`config.mk`:
```
export PLATFORM = sky130hd
export DESIGN_NAME = hazard_scoreboard_unit
export DESIGN_NICKNAME = d
export VERILOG_FILES = /design/src/rtl/hazard_scoreboard_unit.sv
export SDC_FILE = /design/constraint.sdc
export NUM_CORES = 1
export LEC_CHECK = 0
export ABC_AREA = 1
export CORE_MARGIN = 10
export CORE_UTILIZATION = 52
export CTS_CLUSTER_DIAMETER = 30
export DETAILED_ROUTE_END_ITERATION = 6
export PLACE_DENSITY = 0.82
export SETUP_SLACK_MARGIN = 0.15
export SKIP_LAST_GASP = 1
export SYNTH_ARGS = -nofsm -noshare
export SYNTH_HDL_FRONTEND = slang
export SYNTH_SLANG_ARGS = --single-unit
```
`constraint.sdc`:
```
create_clock -name clk -period 1.7 [get_ports clk]
set_input_delay 0.255 -clock clk [delete_from_list [all_inputs] [get_ports clk]]
set_output_delay 0.255 -clock clk [all_outputs]
set_load 0.05 [all_outputs]
```
`src/rtl/hazard_scoreboard_unit.sv`:
```
// hazard_scoreboard_unit
// Pipeline hazard control: per-register load scoreboard (load-use stalls),
// multi-cycle EX occupancy FSM (mul/div), and taken-branch flush control.
// Optional feature macro: HAZARD_PERF_CNT_EN adds saturating stall/flush
// performance counters; leaving it undefined removes those ports and logic.
module hazard_scoreboard_unit #(
  parameter int NUM_REGS = 32,
  parameter int LOAD_LAT = 2,
  parameter int MC_CW    = 6,
  localparam int REG_AW  = $clog2(NUM_REGS)
) (
  input  logic              clk,
  input  logic              rst_n,
  input  logic              id_valid,
  input  logic [REG_AW-1:0] id_rs1_addr,
  input  logic [REG_AW-1:0] id_rs2_addr,
  input  logic              id_rs1_used,
  input  logic              id_rs2_used,
  input  logic              id_mem_read,
  input  logic [REG_AW-1:0] id_rd_addr,
  input  logic              ex_mc_start,
  input  logic [MC_CW-1:0]  ex_mc_cycles,
  input  logic              branch_taken,
  output logic              stall_if,
  output logic              stall_id,
  output logic              bubble_ex,
  output logic              flush_if,
  output logic              flush_id,
  output logic              flush_ex,
  output logic              mc_busy
`ifdef HAZARD_PERF_CNT_EN
  ,
  output logic [31:0]       perf_stall_cnt,
  output logic [31:0]       perf_flush_cnt
`endif
);

  localparam int CNT_W = $clog2(LOAD_LAT + 1);
  localparam logic [CNT_W-1:0] LOAD_VAL = CNT_W'(LOAD_LAT);

  localparam logic IDLE = 1'b0;
  localparam logic BUSY = 1'b1;

  logic [CNT_W-1:0] sb_q [NUM_REGS];
  logic [CNT_W-1:0] sb_d [NUM_REGS];
  logic             state_q, state_d;
  logic [MC_CW-1:0] mc_cnt_q, mc_cnt_d;

  logic rs1_pend, rs2_pend, load_use, load_issue;

  // Load-use detection and stall/flush decode on the current scoreboard state.
  always_comb begin
    rs1_pend   = id_rs1_used && (id_rs1_addr != '0) && (sb_q[id_rs1_addr] != '0);
    rs2_pend   = id_rs2_used && (id_rs2_addr != '0) && (sb_q[id_rs2_addr] != '0);
    load_use   = id_valid && (rs1_pend || rs2_pend);
    mc_busy    = (state_q == BUSY);
    stall_id   = !branch_taken && (load_use || mc_busy);
    stall_if   = stall_id;
    // While EX is occupied by a multi-cycle op, ID/EX holds rather than bubbles.
    bubble_ex  = !branch_taken && load_use && !mc_busy;
    flush_if   = branch_taken;
    flush_id   = branch_taken;
    flush_ex   = branch_taken;
    load_issue = id_valid && id_mem_read && !stall_id && !branch_taken &&
                 (id_rd_addr != '0);
  end

  // Scoreboard next state: a fresh load reload wins over the countdown; x0 stays clear.
  always_comb begin
    for (int r = 0; r < NUM_REGS; r++) begin
      sb_d[r] = sb_q[r];
      if (sb_q[r] != '0) sb_d[r] = sb_q[r] - CNT_W'(1);
      if (load_issue && (id_rd_addr == REG_AW'(r))) sb_d[r] = LOAD_VAL;
    end
    sb_d[0] = '0;
  end

  // Scoreboard counters; reset discards every pending load.
  always_ff @(posedge clk) begin
    if (!rst_n) begin
      for (int r = 0; r < NUM_REGS; r++) sb_q[r] <= '0;
    end else begin
      sb_q <= sb_d;
    end
  end

  // Multi-cycle FSM next state: a same-cycle taken branch cancels the start,
  // and branches seen while BUSY do not disturb the countdown.
  always_comb begin
    state_d  = state_q;
    mc_cnt_d = mc_cnt_q;
    case (state_q)
      IDLE: begin
        if (ex_mc_start && !branch_taken && (ex_mc_cycles != '0)) begin
          state_d  = BUSY;
          mc_cnt_d = ex_mc_cycles;
        end
      end
      BUSY: begin
        if (mc_cnt_q == MC_CW'(1)) begin
          state_d  = IDLE;
          mc_cnt_d = '0;
        end else begin
          mc_cnt_d = mc_cnt_q - MC_CW'(1);
        end
      end
      default: begin
        state_d  = IDLE;
        mc_cnt_d = '0;
      end
    endcase
  end

  // Multi-cycle FSM registers; reset aborts any operation in flight.
  always_ff @(posedge clk) begin
    if (!rst_n) begin
      state_q  <= IDLE;
      mc_cnt_q <= '0;
    end else begin
      state_q  <= state_d;
      mc_cnt_q <= mc_cnt_d;
    end
  end

`ifdef HAZARD_PERF_CNT_EN
  logic [31:0] perf_stall_q, perf_stall_d;
  logic [31:0] perf_flush_q, perf_flush_d;

  // Saturating event counters for stall and flush cycles.
  always_comb begin
    perf_stall_d = perf_stall_q;
    perf_flush_d = perf_flush_q;
    if (stall_id && (perf_stall_q != 32'hFFFF_FFFF)) perf_stall_d = perf_stall_q + 32'd1;
    if (branch_taken && (perf_flush_q != 32'hFFFF_FFFF)) perf_flush_d = perf_flush_q + 32'd1;
  end

  // Performance counter registers, cleared by reset.
  always_ff @(posedge clk) begin
    if (!rst_n) begin
      perf_stall_q <= '0;
      perf_flush_q <= '0;
    end else begin
      perf_stall_q <= perf_stall_d;
      perf_flush_q <= perf_flush_d;
    end
  end

  assign perf_stall_cnt = perf_stall_q;
  assign perf_flush_cnt = perf_flush_q;
`endif

endmodule

```
## Yosys cells after proc, flatten, opt, wreduce, memory -nomap -nowiden

Cells that the tools add are included.

| operators by class | value |
|---|---|
| add/subtract/negate cells | 32 |
| magnitude comparators | 2 |
| equality and inequality tests | 33 |
| mux-type cells | 74 |
| bitwise logic cells | 4 |
| reduce and logical (&&, ||, !) cells | 149 |

Operators with widths:

| operator | count |
|---|---|
| 2-bit 2-to-1 mux | 66 |
| 2-bit nonzero test | 64 |
| 5-bit equality test (second input constant) | 16 |
| 2-bit OR reduction | 31 |
| 2-bit by 1-bit subtractor with 2-bit output (second input constant) | 31 |
| 1-bit logical AND | 45 |
| 5-bit by 4-bit equality test with 1-bit output (second input constant) | 8 |
| 2-bit binary-select mux with 5-bit select | 2 |
| 5-bit by 3-bit equality test with 1-bit output (second input constant) | 4 |
| 5-bit nonzero test | 3 |
| 6-bit greater-or-equal comparator (second input constant) | 2 |
| 6-bit 2-to-1 mux | 2 |
| 5-bit NOT with 6-bit output | 2 |
| 6-bit case mux with 2 select lines | 1 |
| 5-bit by 2-bit equality test with 1-bit output (second input constant) | 2 |
| 6-bit by 1-bit equality test with 1-bit output (second input constant) | 1 |
| 6-bit nonzero test | 1 |
| 6-bit by 1-bit subtractor with 6-bit output (second input constant) | 1 |
| 5-bit by 1-bit equality test with 1-bit output (second input constant) | 1 |
| 1-bit zero test | 3 |
| 1-bit logical OR | 2 |
| 1-bit 2-to-1 mux | 2 |
| 2-bit inequality test (second input constant) | 1 |
| 1-bit NOT | 2 |
| 1-bit case mux with 2 select lines | 1 |

| storage, ports and cells | value |
|---|---|
| bits in registers | 71 |
| input port bits | 29 |
| output and inout port bits | 7 |
| word-level logic and storage cells | 359 |

## Longest topological paths before layout

Gate-level depths: netlist (run 1).

| logic depth | value |
|---|---|
| word-level depth | 16 |
| mapped depth | 17 |
| mapped depth without buffers | 15 |

## Least setup slack after synthesis (run 1)

No wires, ideal clock.

| timing path | value |
|---|---|
| path type | in2out |
| from | input id_rs2_addr[1] |
| to | output stall_if |
| arrival | 2.464 ns |
| required time | 1.445 ns |
| slack | -1.019 ns |
| stages on the path | 16 |
| path through | buf_4 -> nand2_1 -> inv_1 -> nand2_1 -> nand2_1 -> nor2_1 -> nand2_1 -> nand3_1 -> nand2_1 -> nand2_1 -> nand3_1 -> nand2_2 -> nand2_4 -> buf_8 -> a21oi_1 -> buf_4 |

| between the ends | value |
|---|---|
| cells in the longest elaborated chain, start to end | 10 |
| elaborated cells between the ends (all ways) | 12 |
| classes of those cells | 3 x mux; 1 x bitwise; 8 x reduce/logical |

Ends and longest elaborated chain:

| item | RTL line | source |
|---|---|---|
| start, declared | 16 | `input logic [REG_AW-1:0] id_rs2_addr,` |
| 5-bit NOT with 6-bit output (implied by the code) | 54 | `rs2_pend = id_rs2_used && (id_rs2_addr != '0) && (sb_q[id_rs2_addr] != '0);` |
| 2-bit binary-select mux with 5-bit select | 54 |  |
| 2-bit 2-to-1 mux (implied by the code) (2 in series) | 54 |  |
| 2-bit nonzero test | 54 |  |
| 1-bit logical AND * | 54 |  |
| 1-bit logical OR * | 55 | `load_use = id_valid && (rs1_pend \|\| rs2_pend);` |
| 1-bit logical AND * | 55 |  |
| 1-bit logical OR * | 57 | `stall_id = !branch_taken && (load_use \|\| mc_busy);` |
| 1-bit logical AND * | 57 |  |
| end, declared | 24 | `output logic stall_if,` |

Mark *: on every way between the ends. The rest lies on a longest branch, timed or not. The select of a mux whose other input is x is not followed.

## Worst setup path after layout (run 1)

| timing path | value |
|---|---|
| from | register sb_q[61] (netlist bit) |
| to | output stall_if |

| between the ends | value |
|---|---|
| cells in the longest elaborated chain, start to end | 9 |
| elaborated cells between the ends (all ways) | 14 |
| classes of those cells | 6 x mux; 8 x reduce/logical |

Ends and longest elaborated chain:

| item | RTL line | source |
|---|---|---|
| start, declared | 44 | `logic [CNT_W-1:0] sb_q [NUM_REGS];` |
| start signal, assigned | 83 | `sb_q <= sb_d;` |
| 2-bit binary-select mux with 5-bit select (on tied branches) | 53, 54 |  |
| 2-bit 2-to-1 mux (on tied branches) (2 in series) | 53, 54 |  |
| 2-bit nonzero test (on tied branches) | 53, 54 |  |
| 1-bit logical AND (on tied branches) | 53, 54 |  |
| 1-bit logical OR * | 55 |  |
| 1-bit logical AND * | 55 |  |
| 1-bit logical OR * | 57 |  |
| 1-bit logical AND * | 57 |  |

Marked as above.

==> results of run 1 <==
[layout make-up]
cell class	instances	area, µm²
inverter	51	200
timing repair buffer	125	1200
sequential	69	1400
tap	99	124
clock inverter	5	58.8
clock buffer	11	151
fill	542	1690
multi-input combinational	451	2340
[cells in the final DEF (no fill, tap or decap), types with 16 or more instances in the layout]
| cell type | Yosys | routed |
|---|---|---|
| buf_4 | 5 | 73 |
| nor2_1 | 117 | 95 |
| or2_2 | 18 | 17 |
| nand2_1 | 163 | 156 |
| dfxtp_2 | 0 | 16 |
| a21oi_1 | 51 | 39 |
| nand4_1 | 27 | 27 |
| inv_1 | 48 | 44 |
| nand3_1 | 28 | 23 |
| dfxtp_1 | 69 | 53 |
| clkdlybuf4s50_1 | 0 | 22 |
[power breakdown]
part | leakage, nW | total, mW | internal, mW | switching (mW)
clock network | 0.102 | 1.41 | 0.757 | 0.652
logic | 1.78 | 0.753 | 0.341 | 0.413
registers | 0.565 | 1.65 | 1.63 | 0.0194
[cell families (layout without fill, tap and decap cells)]
kind of cell | after synthesis | after routing
adder cells (fa/ha/maj) | 2 | 2
AND/OR/NAND/NOR | 377 | 377
buffers and inverters | 76 | 192
flip-flops | 69 | 69
XOR/XNOR | 4 | 4
AO/OA/AOI/OAI | 68 | 68
[worst min-delay path, stage by stage, from the launching register on]
cell,delay [ns]
dfxtp_1,0.32
nand2_1,0.05
a21oi_1,0.05
[flip-flops by register name (all words and copies together) (netlist names)]
name and cells:
mc_busy 1, sb_q 62, mc_cnt_q 6
[layer usage]
metal | part of all wire | global-route usage | vias to the layer above | wire length, µm
li1 | - | - | 2138 | -
met1 | 0.42 | 0.249 | 2006 | 5220
met4 | 0.028 | 0.0793 | 0 | 350
met3 | 0.061 | 0.0530 | 30 | 756
met2 | 0.49 | 0.372 | 174 | 6060
met5 | 0 | 0 | - | 0
[per-stage QoR]
step,power [mW],cells,setup TNS [ns],utilization,setup slack [ns]
2_1_floorplan,2.08,596,-0.687,-,-0.360
3_3_place_gp,2.31,780,-45.98,0.673,-0.785
3_5_place_dp,2.32,780,-48.02,0.673,-0.818
4_1_cts,3.76,802,-19.70,0.732,-0.489
5_1_grt,3.94,811,-28.48,0.764,-0.602
6_report,3.81,811,-20.34,0.764,-0.492
[worst paths after layout]
kind / startpoint / endpoint / slack [ns] / depth (start not counted)
worst max-delay path: sb_q[61] / stall_if / -0.49 / 13
worst min-delay path: sb_q[5] / sb_q[5] / 0.46 / 2
worst max register to register: sb_q[40] / sb_q[4] / -0.42 / 17
worst min register to register: sb_q[5] / sb_q[5] / 0.46 / 2
[what timing repair did]
item                                   CTS  global route
pin swaps                               16            25
setup endpoints to repair               65            70
resized for setup                       47            62
buffers inserted                         5             9
endpoints found under the hold margin    0             0
gates cloned                             1             0
==> results.md, run 1 <==
- Mapped Area: 3810 µm²
- Clock Skews: 0.0117 ns
- Cell Pwr Density: 696 nW/µm²
- Critical path type: reg2out
- Hold Vio Cnt, Final: 0
- Final min period: 2.19 ns
- Drt first-iter violations: 273
- TritonCTS Buffers: 9
- Slew @ Worst Pin: 0.423 ns
- Synth Area in Adders: 0.00656
- HP Class: reg2reg
- HPWL Detailed: 8.58 mm
- Simple-gate share of the synthesized area: 0.433
- Tcrit/Tclk final: 1.29
- Sink Count: 69
- Clock transition at path regs: 0.07 ns
- CP peak stage delay: 0.35 ns
- Die X: 106 µm
- Outcome: finished with violations
- Gate count of the mapped netlist: 596
- Max-cap violations: 0
- Failing checks: negative setup slack
- Yosys reg bits: 69
- Post-route ant nets: 0
- Gr usage total: 0.214
- Die Ht: 106 µm
- Xor/xnor share of the synthesized area: 0.00919
- Max Root-Sink Buffers: 2
- Largest family of logic cells by synthesized area: simple AND/OR/NAND/NOR gates
- Cell chain of the critical path: inv_1, nand2_2, nor2_1, nor2_1, nand3_1, nand2_1, nand2_1, nand3_2, nand3_2, nand2_4, nand2_8, a21oi_4, buf_12
- Buf/Inv on CP: 2
- Maximum vdd drop: 0.677 mV
- Die area: 11200 µm²
- FFs w/ async S/R, synth: 0
- Compound-Gate Fraction of Synth Area: 0.0929
- Leak: 2.44 nW
- Fin area: 5480 µm²
- Hold Buf Count CTS: 0
- Area leader, netlist: dfxtp_1
- Syn nets: 627
- Clk_lat worst skew: 0.36 ns
- Number of port buffers: 35
- Setup crit end kind: primary output
- Cell family with most CP delay: simple AND/OR/NAND/NOR gates
- Vias in the first global route: 4211
- DRC: 0
- Max stage delay cell, worst path: dfxtp_1
- Synth Flop Type: dfxtp_1
- Wire per inst: 15.3 µm
- First-pass GRT wire length: 19.7 mm
- Syn Area/Cell: 6.40 µm²
- Post-synthesis mux area share: 0
- Starting density of the core: 0.531
- Warnings, synthesis: 0
- Cell variety after synth: 35
- Final WL: 12.4 mm
- Core box area: 7180 µm²
- Grt ovf: 0
- Setup violators final: 65
- Slew Viols, Final: 0
- Post-DP Area: 4830 µm²
- H-tree Lvls: 3
- Area Overhead vs Synth: 43.8%
- Highest clock rate: 0.456 GHz
- PnR worst setup slack: -0.492 ns
- Number of diodes: 0
- Slew Limit Headroom: 0.718
- Worst endpoint data arrival time: 1.94 ns
- RePlAce Congestion: 0.898
- Min Hold Slack: 0.463 ns
- Most frequent cell after synthesis: nand2_1
- EDFF count, synth: 0
- Worst Path Required: 1.44 ns
- DR pass1 iterations: 5
- Startpoint types: flip-flop
- Commonest cells in the netlist: nand2_1, nor2_1, dfxtp_1, a21oi_1, inv_1
- Synth top area cells: dfxtp_1, nand2_1, nor2_1
- Layout Nets: 738
- Initial antenna violation count: 0
- Seq/Total Area, Yosys: 0.362
- RSZ-0062 raised after global routing: yes
- DR vias/cell: 5.36
- Share of layout cells above drive strength 1: 0.299
- Synth top area share: 0.362
- Largest net degree at the start of global routing: 43
- I/O pin total: 36
- TritonCTS clock tree: built
- Detailed-route via count: 4348
- Crit-path max FO: 4
- Root Driver: clkbuf_8
- Rows: 31
Note: power is estimated with default switching activity, not from simulation.
==> run 2: changes to the inputs <==
- CORE_MARGIN: 10 -> default
==> run 2 against run 1 <==
Net effect: highest routed layer unchanged; die area shrank 31%; worst hold slack lost 0.0063 ns; critical path depth shrank 1; global-route usage grew 11 points; routed wire length grew 3.0%; the run still ends with negative setup slack left.
==> results.md, run 2 (synthesis results as in run 1) <==
- Final WL: 12.8 mm (+3.0%)
- Post-route ant nets: 0 (unchanged)
- RePlAce Congestion: 0.960 (+6.9%)
- Leak: 2.46 nW (+0.72%)
- Drt first-iter violations: 396 (+45%)
- Worst endpoint data arrival time: 2.04 ns (+0.10 ns)
- Setup crit start: sb_q[2]
- Pre-CTS WS: -0.882 ns (-0.0641 ns)
- DR pass1 iterations: 5 (unchanged)
- Clock Skews: 0.00974 ns (-0.00194 ns)
- PnR worst setup slack: -0.594 ns (-0.101 ns)
- Grt ovf: 0 (unchanged)
- Share of layout cells above drive strength 1: 0.295 (-0.00389)
- DR vias/cell: 5.57 (+3.8%)
- Most common cell on crit path: nand2_1
- I/O pin total: 36 (unchanged)
- Vias in the first global route: 4221 (+0.24%)
- Slew Viols, Final: 0 (unchanged)
- Die X: 87.6 µm (-17%)
- Area Overhead vs Synth: 45.0%
- Gr usage total: 0.326 (+0.112)
- Outcome: finished with violations
- Number of port buffers: 35 (unchanged)
- Cell Pwr Density: 730 nW/µm² (+4.9%)
- CP peak stage delay: 0.40 ns (+0.05 ns)
- TritonCTS Buffers: 9 (unchanged)
- Hold Crit Start: sb_q[9]
- Tcrit/Tclk final: 1.35 (+0.0595)
- Number of diodes: 0 (unchanged)
- Slew Limit Headroom: 0.686 (-0.0312)
- Clock transition at path regs: 0.08 ns (about the same)
- Worst setup path end: stall_id
- DRC: 0 (unchanged)
- Largest net degree at the start of global routing: 32 (-26%)
- RSZ-0062 raised after global routing: yes
- Final min period: 2.29 ns (+0.101 ns)
- TritonCTS clock tree: built
- First-pass GRT wire length: 19.0 mm (-3.3%)
- Max Root-Sink Buffers: 2 (unchanged)
- Slew @ Worst Pin: 0.470 ns (+0.0467 ns)
- Starting density of the core: 0.549 (+0.0177)
- Detailed-route via count: 4530 (+4.2%)
- H-tree Lvls: 3 (unchanged)
- Failing checks: negative setup slack
- Worst reg2reg path depth: 17 (unchanged)
- Wire per inst: 15.7 µm (+2.7%)
- Setup slack, reg-to-reg: -0.54 ns (-0.12 ns)
- Reg2reg start: sb_q[2]
- FF/Latch Area: 1400 µm² (about the same)
- Clk_lat worst skew: 0.36 ns (about the same)
- Max-cap violations: 0 (unchanged)
- HPWL Detailed: 8.34 mm (-2.8%)
- Max stage delay cell, worst path: dfxtp_1
- Setup violators final: 65 (unchanged)
- Most frequent cells in the layout: nand2_1, nor2_1, buf_4
- Multi-input logic area: 2300 µm² (-1.7%)
- Layout Nets: 745 (+0.95%)
- Die Ht: 87.6 µm (-17%)
- Most common cell after layout, fill and taps aside: nand2_1
- Hold Buf Count CTS: 0 (unchanged)
- HP Class: reg2reg
- Critical path type: reg2out
- Maximum vdd drop: 0.602 mV (-11%)
- Layout fillers: 455 (-16%)
- Startpoint types: flip-flop
- Hold Vio Cnt, Final: 0 (unchanged)
- Top reg by flops: sb_q
- Crit-path max FO: 3 (-1)
- Die area: 7680 µm² (-31%)
- Max FFs per register: 62 (unchanged)
- Sink Count: 69 (unchanged)
- Root Driver: clkbuf_8
- Highest clock rate: 0.436 GHz (-4.4%)
- Worst Path Required: 1.44 ns (about the same)
- Initial antenna violation count: 0 (unchanged)
- RR Endpoint: sb_q[26]
- Cell chain of the critical path: nor2_4, nor2b_2, nor2_1, nand2_1, nand3_1, nand2_1, nand2_1, nand3_2, nand2_4, nand2_8, a21oi_4, buf_12
- Rows: 30 (-3.2%)
- Min Hold Slack: 0.457 ns (-0.00629 ns)
- Setup crit end kind: primary output
- Core box area: 6940 µm² (-3.2%)
==> run 2: changes by cell type in the layout (fill, tap and decap cells not counted), moves of 3 or more <==
cell and change:
buf_4 +4, a21oi_2 -3, nor2_4 -3, a21oi_1 +3, nor2_1 +3
==> run 2: stage by stage <==
stage	cell area, µm²	setup TNS, ns	util	power, mW	cells
after floorplan	3870	-0.687	-	2.08	596
after global placement	4890	-47.96	0.704	2.30	784
after detailed placement	4890	-50.15	0.704	2.32	784
after CTS	5300	-20.59	0.763	3.95	807
after global routing	5530	-32.01	0.796	4.16	814
final	5530	-24.95	0.796	4.03	814
==> run 2: timing repair <==
item                                    4_1_cts  5_1_grt
pin swaps                                    16       36
cloned                                        0        1
setup buffers                                 8        6
resized for setup                            46       51
endpoints found under the hold margin         0        0
endpoints found under the setup margin       66       71
==> run 2: where the power goes <==
part / total (mW) / internal [mW] / leakage (nW) / switching (mW)
sequential: 1.65 / 1.63 / 0.565 / 0.0203
clock: 1.63 / 0.969 / 0.119 / 0.665
combinational: 0.749 / 0.327 / 1.78 / 0.421
==> run 2: worst min-delay path by stage <==
stage	cells after the start	endpoint	slack (ns)
6_report	2	sb_q[9]	0.46
5_1_grt	2	sb_q[9]	0.48
2_1_floorplan	2	sb_q[40]	0.43
4_1_cts	2	sb_q[55]	0.46
3_3_place_gp	2	sb_q[55]	0.44
3_5_place_dp	2	sb_q[55]	0.45
==> run 2: critical path, delay by kind of cell, from the launching register on <==
| family | cells | cell delay [ns] |
|---|---|---|
| flops | 1 | 0.40 |
| buf+inv | 1 | 0.17 |
| compound gates | 1 | 0.22 |
| simple gates | 10 | 0.87 |
==> run 2: final cells by class <==
class	instances	share of cell area
clock buffers	9	0.0224
clock inverters	6	0.0204
multi-input cells	451	0.416
flip-flops and latches	69	0.253
well taps	96	0.0217
repair buffers	132	0.230
inverters	51	0.0362
==> run 2: metal layers <==
metal | wire length (µm) | track usage | up-vias
li1 | - | - | 2149
met5 | 0 | 0 | -
met2 | 6260 | 0.554 | 244
met3 | 854 | 0.0716 | 69
met1 | 4990 | 0.375 | 2068
met4 | 665 | 0.198 | 0
==> patch 1 (settings of run 2) <==
Add a define of `HAZARD_PERF_CNT_EN`.
--- a/src/rtl/hazard_scoreboard_unit.sv
+++ b/src/rtl/hazard_scoreboard_unit.sv
@@ -3,6 +3,8 @@
 // multi-cycle EX occupancy FSM (mul/div), and taken-branch flush control.
 // Optional feature macro: HAZARD_PERF_CNT_EN adds saturating stall/flush
 // performance counters; leaving it undefined removes those ports and logic.
+`define HAZARD_PERF_CNT_EN
+
 module hazard_scoreboard_unit #(
   parameter int NUM_REGS = 32,
   parameter int LOAD_LAT = 2,
Formal check against the unedited RTL (old outputs only; new: perf_flush_cnt and perf_stall_cnt): equivalent (Yosys induction, for registers that start in step).
==> patch 1 against run 2 <==
The run now fails in 5_1_grt; synthesized cell count increased by 93%; synthesized area increased by 94%.
==> patch 1: results (changes against run 2) <==
mux contribution to synthesized area=0% (unchanged); adder-cell share of the synthesized area=0.676% (was 0.656%); status=did not finish (was finished with violations); hpwl dp=18.7 mm (was 8.34 mm); CTS Buffer Depth=2 (unchanged); GRT Util Overall=77.7%; Error=[ERROR GRT-0232] Routing congestion too high. Check the congestion heatmap in the GUI.; RePlAce Congestion=0.979 (was 0.960); Seq/Total Area, Yosys=35.9% (was 36.2%); synth top area cells=dfxtp_1, nand2_1, nor2_1, a21oi_1, inv_1 (unchanged); total number of yosys warnings=0 (unchanged); number of I/O port buffers=99 (was 35); register bit total from synthesis=133 (was 69); Failed at=5_1_grt; Root Buffer=clkbuf_16 (was clkbuf_8); gr ovfl total=24; largest net degree at the start of global routing=44; clock buffer count from CTS=17 (was 9); H-tree depth=4 (was 3); Cell variety after synth=40 (was 35); xor/xnor share of the synthesized area=4.73% (was 0.919%); Commonest cells post-synth=nand2_1, nor2_1, dfxtp_1 (unchanged); async set-reset flop share out of synthesis=0% (unchanged); WEP type=sequential cell input; Synth Area in Compound Gates=10.6% (was 9.29%); GR repair worst EP=perf_stall_cnt[7]$_SDFFE_PN0P_/D; Mapped Nets=1185 (was 627)
==> patch 1: changes by cell type after synthesis, moves of 17 or more <==
cell     before  now
a21oi_1      51   96
dfxtp_1      69  133
inv_1        48   97
nand2_1     163  328
nand4_1      27   54
nor2_1      117  169
nor3_1       10   34
nor4_1        1   18
o21ai_0      13   31
xor2_1        3   27
==> patch 1: stage by stage <==
| step | hold slack (ns) | util [%] | setup WS [ns] | cells | instance area, um2 |
|---|---|---|---|---|---|
| detailed placement | 0.450 | 75.1 | -0.999 | 1612 | 10400 |
| CTS | 0.210 | 89.0 | -0.756 | 1689 | 12400 |
| global placement | 0.445 | 75.1 | -0.980 | 1612 | 10400 |
| floorplan | 0.421 | - | -0.176 | 1152 | 7900 |
==> patch 1: logic make-up after synthesis <==
logic type | after synthesis
AO/OA/AOI/OAI | 148
XOR/XNOR | 40
adder cells (fa/ha/maj) | 4
buffers and inverters | 143
flip-flops | 133
AND/OR/NAND/NOR | 684
==> patch 1: metal layers <==
layer,GRT usage [%],GRT overflow
met1,77.8,0
met2,92.6,10
met3,61.7,2
met4,82.1,12
met5,25.0,0
==> patch 1: repair_timing <==
| action | 4_1_cts |
|---|---|
| cloned | 10 |
| setup endpoints to repair | 131 |
| pin swaps | 56 |
| resized for setup | 210 |
| buffers inserted | 35 |
| endpoints found under the hold margin | 0 |
==> patch 2 (flow settings as in run 2) <==
Without the edit above. The parameter `NUM_REGS` goes from 32 to 64.
--- a/src/rtl/hazard_scoreboard_unit.sv
+++ b/src/rtl/hazard_scoreboard_unit.sv
@@ -4,7 +4,7 @@
 // Optional feature macro: HAZARD_PERF_CNT_EN adds saturating stall/flush
 // performance counters; leaving it undefined removes those ports and logic.
 module hazard_scoreboard_unit #(
-  parameter int NUM_REGS = 32,
+  parameter int NUM_REGS = 64,
   parameter int LOAD_LAT = 2,
   parameter int MC_CW    = 6,
   localparam int REG_AW  = $clog2(NUM_REGS)
Ports: changed (resized id_rd_addr, id_rs1_addr and id_rs2_addr); port bits go from 36 to 39. The function was not compared with the original's and may differ.
==> patch 2 against run 2 <==
The flow still finishes with violations (negative setup slack); non-clock buffer count rose by 90; count of clock-buffer cells in the layout rose by 14; fmax fell by 3.9%; wire length rose by 110%; cell area rose by 95%; synthesized area rose by 93%; power rose by 98%; worst setup slack got worse by 0.093 ns; sequential cell count rose by 64; critical path type is now register to register; critical endpoint is now sb_q[78]$_SDFFE_PP0P_; largest power group is now clock.
==> patch 2: results (changes against run 2) <==
routed wire length=26.5 mm (was 12.8 mm); worst setup path startpoint=sb_q[115]$_SDFFE_PN0P_ (was sb_q[2]$_SDFFE_PP0P_); Clk pin slew, worst setup/hold paths=0.06 ns (was 0.08 ns); dpl cells=1431 (was 784); Critical Path Max Stage Delay=0.33 ns (was 0.40 ns); Mapped Nets=1140 (was 627); status=finished with violations (unchanged); Worst Hold Launch=sb_q[101]$_SDFFE_PN0P_ (was sb_q[9]$_SDFFE_PN0P_); CP max FO=8 (was 3); maximum vdd drop=694 uV (was 602 uV); Setup WS pre-CTS=-1.06 ns (was -0.882 ns); Leakage Power=4.72 nW (was 2.46 nW); GRT Util Overall=34.6% (was 32.6%); Final Net Count=1322 (was 745); vias per inst=5.86 (was 5.57); final setup vio count=129 (was 65); worst hold endpoint=sb_q[101]$_SDFFE_PN0P_ (was sb_q[9]$_SDFFE_PN0P_); synth top area cells=dfxtp_1, nand2_1, nor2_1, nand4_2, inv_1 (was dfxtp_1, nand2_1, nor2_1, a21oi_1, inv_1); number of I/O port buffers=38 (was 35); number of global-route vias before repair=8046 (was 4221); Critical Path AT=2.71 ns (was 2.04 ns); Slowest cell on crit path=dfxtp_1 (unchanged); syn_area_per_cell=6.65 um2 (was 6.40 um2); max reg flops=126 (was 62); RePlAce Congestion=0.978 (was 0.960); clk_skew=0.0123 ns (was 0.00974 ns); fin worst setup slack=-0.687 ns (was -0.594 ns); Reg2Reg Depth=18 (was 17); Slew @ Worst Pin=0.495 ns (was 0.470 ns); R2R Path End=sb_q[78]$_SDFFE_PP0P_ (was sb_q[26]$_SDFFE_PP0P_); initial DRC count=1075 (was 396); worst hold slack=0.454 ns (was 0.457 ns); first-pass GRT wire length=39.0 mm (was 19.0 mm); Commonest cells post-synth=nand2_1, nor2_1, dfxtp_1 (unchanged); failing checks=negative setup slack (unchanged); share of layout cells above drive strength 1=30.6% (was 29.5%); clock buffer count from CTS=17 (was 9); Root Buffer=clkbuf_16 (was clkbuf_8); Int Pwr=0.00591 W (was 0.00293 W); Seq/Total Area, Yosys=36.2% (about the same); via count=8648 (was 4530); largest net degree at the start of global routing=63 (was 32); Clk Latency, worst-skew pair=0.43 ns (was 0.36 ns); hpwl dp=16.1 mm (was 8.34 mm); Fillers=888 (was 455); H-tree depth=4 (was 3)
patch 2: cell count changes in the layout (fill, tap and decap cells not counted), moves of 42 or more:
cell,change
a21oi_2,+42
buf_4,+68
dfxtp_1,+66
inv_1,+62
nand2_1,+88
nand3_1,+58
nand4_4,+42
nor2_1,+66
nor3_1,+49
patch 2: how the worst max path moves through the flow:
stage | end | slack, ns | depth (start not counted)
finish | sb_q[78]$_SDFFE_PP0P_ | -0.69 | 18
global route | sb_q[86]$_SDFFE_PP0P_ | -0.81 | 18
CTS | stall_id | -0.61 | 16
detailed placement | sb_q[86]$_SDFFE_PP0P_ | -1.06 | 17
global placement | sb_q[110]$_SDFFE_PP0P_ | -0.98 | 17
floorplan | bubble_ex | -0.35 | 17
patch 2: metal layers:
layer | track usage [%] | share of wire [%]
met5 | 0 | 0
met2 | 57.6 | 48
met3 | 8.55 | 9.5
met1 | 38.8 | 36
met4 | 23.8 | 6.8
patch 2: cells by family (layout without fill, tap and decap cells):
family / Yosys count / after routing / share of synthesized area, %
simple gates: 660 / 660 / 42.6
flops: 133 / 133 / 36.2
xor+xnor: 4 / 4 / 0.476
compound gates: 126 / 126 / 9.23
fa+ha+maj: 2 / 2 / 0.340
buf+inv: 181 / 371 / 11.2
patch 2: layout make-up:
type	instances	area share, %
multi-input combinational	792	43.0
tap	180	2.09
sequential	133	24.9
clock inverter	4	0.675
timing repair buffer	222	20.4
inverter	122	4.33
clock buffer	23	4.63
patch 2: metrics by stage:
step | setup TNS (ns) | util [%] | area [um2]
3_3_place_gp | -118.45 | 66.6 | 9210
2_1_floorplan | -7.18 | - | 7520
6_report | -75.19 | 77.8 | 10800
3_5_place_dp | -124.59 | 66.6 | 9210
5_1_grt | -92.25 | 77.8 | 10800
4_1_cts | -63.83 | 74.2 | 10300
patch 2: what timing repair did:
| item | 4_1_cts | 5_1_grt |
|---|---|---|
| setup endpoints to repair | 129 | 133 |
| gates cloned | 6 | 0 |
| gates resized for setup | 65 | 126 |
| pin swaps | 20 | 49 |
| buffers inserted | 12 | 0 |
| hold buffers | 0 | 0 |
patch 2: tightest hold or removal path, cell delays in order (launching register included):
cell and delay [ns]:
dfxtp_1 0.30, nand2_1 0.05, a21oi_1 0.05
patch 2: power by group through the flow:
| stage | Sequential, W | Combinational [W] | Clock [W] |
|---|---|---|---|
| 5_1_grt | 0.00316 | 0.00124 | 0.00379 |
| 4_1_cts | 0.00316 | 0.00108 | 0.00364 |
| 3_5_place_dp | 0.00323 | 0.000962 | 0 |
| 6_report | 0.00316 | 0.00118 | 0.00365 |
| 3_3_place_gp | 0.00323 | 0.000956 | 0 |
| 2_1_floorplan | 0.00323 | 0.000579 | 0 |
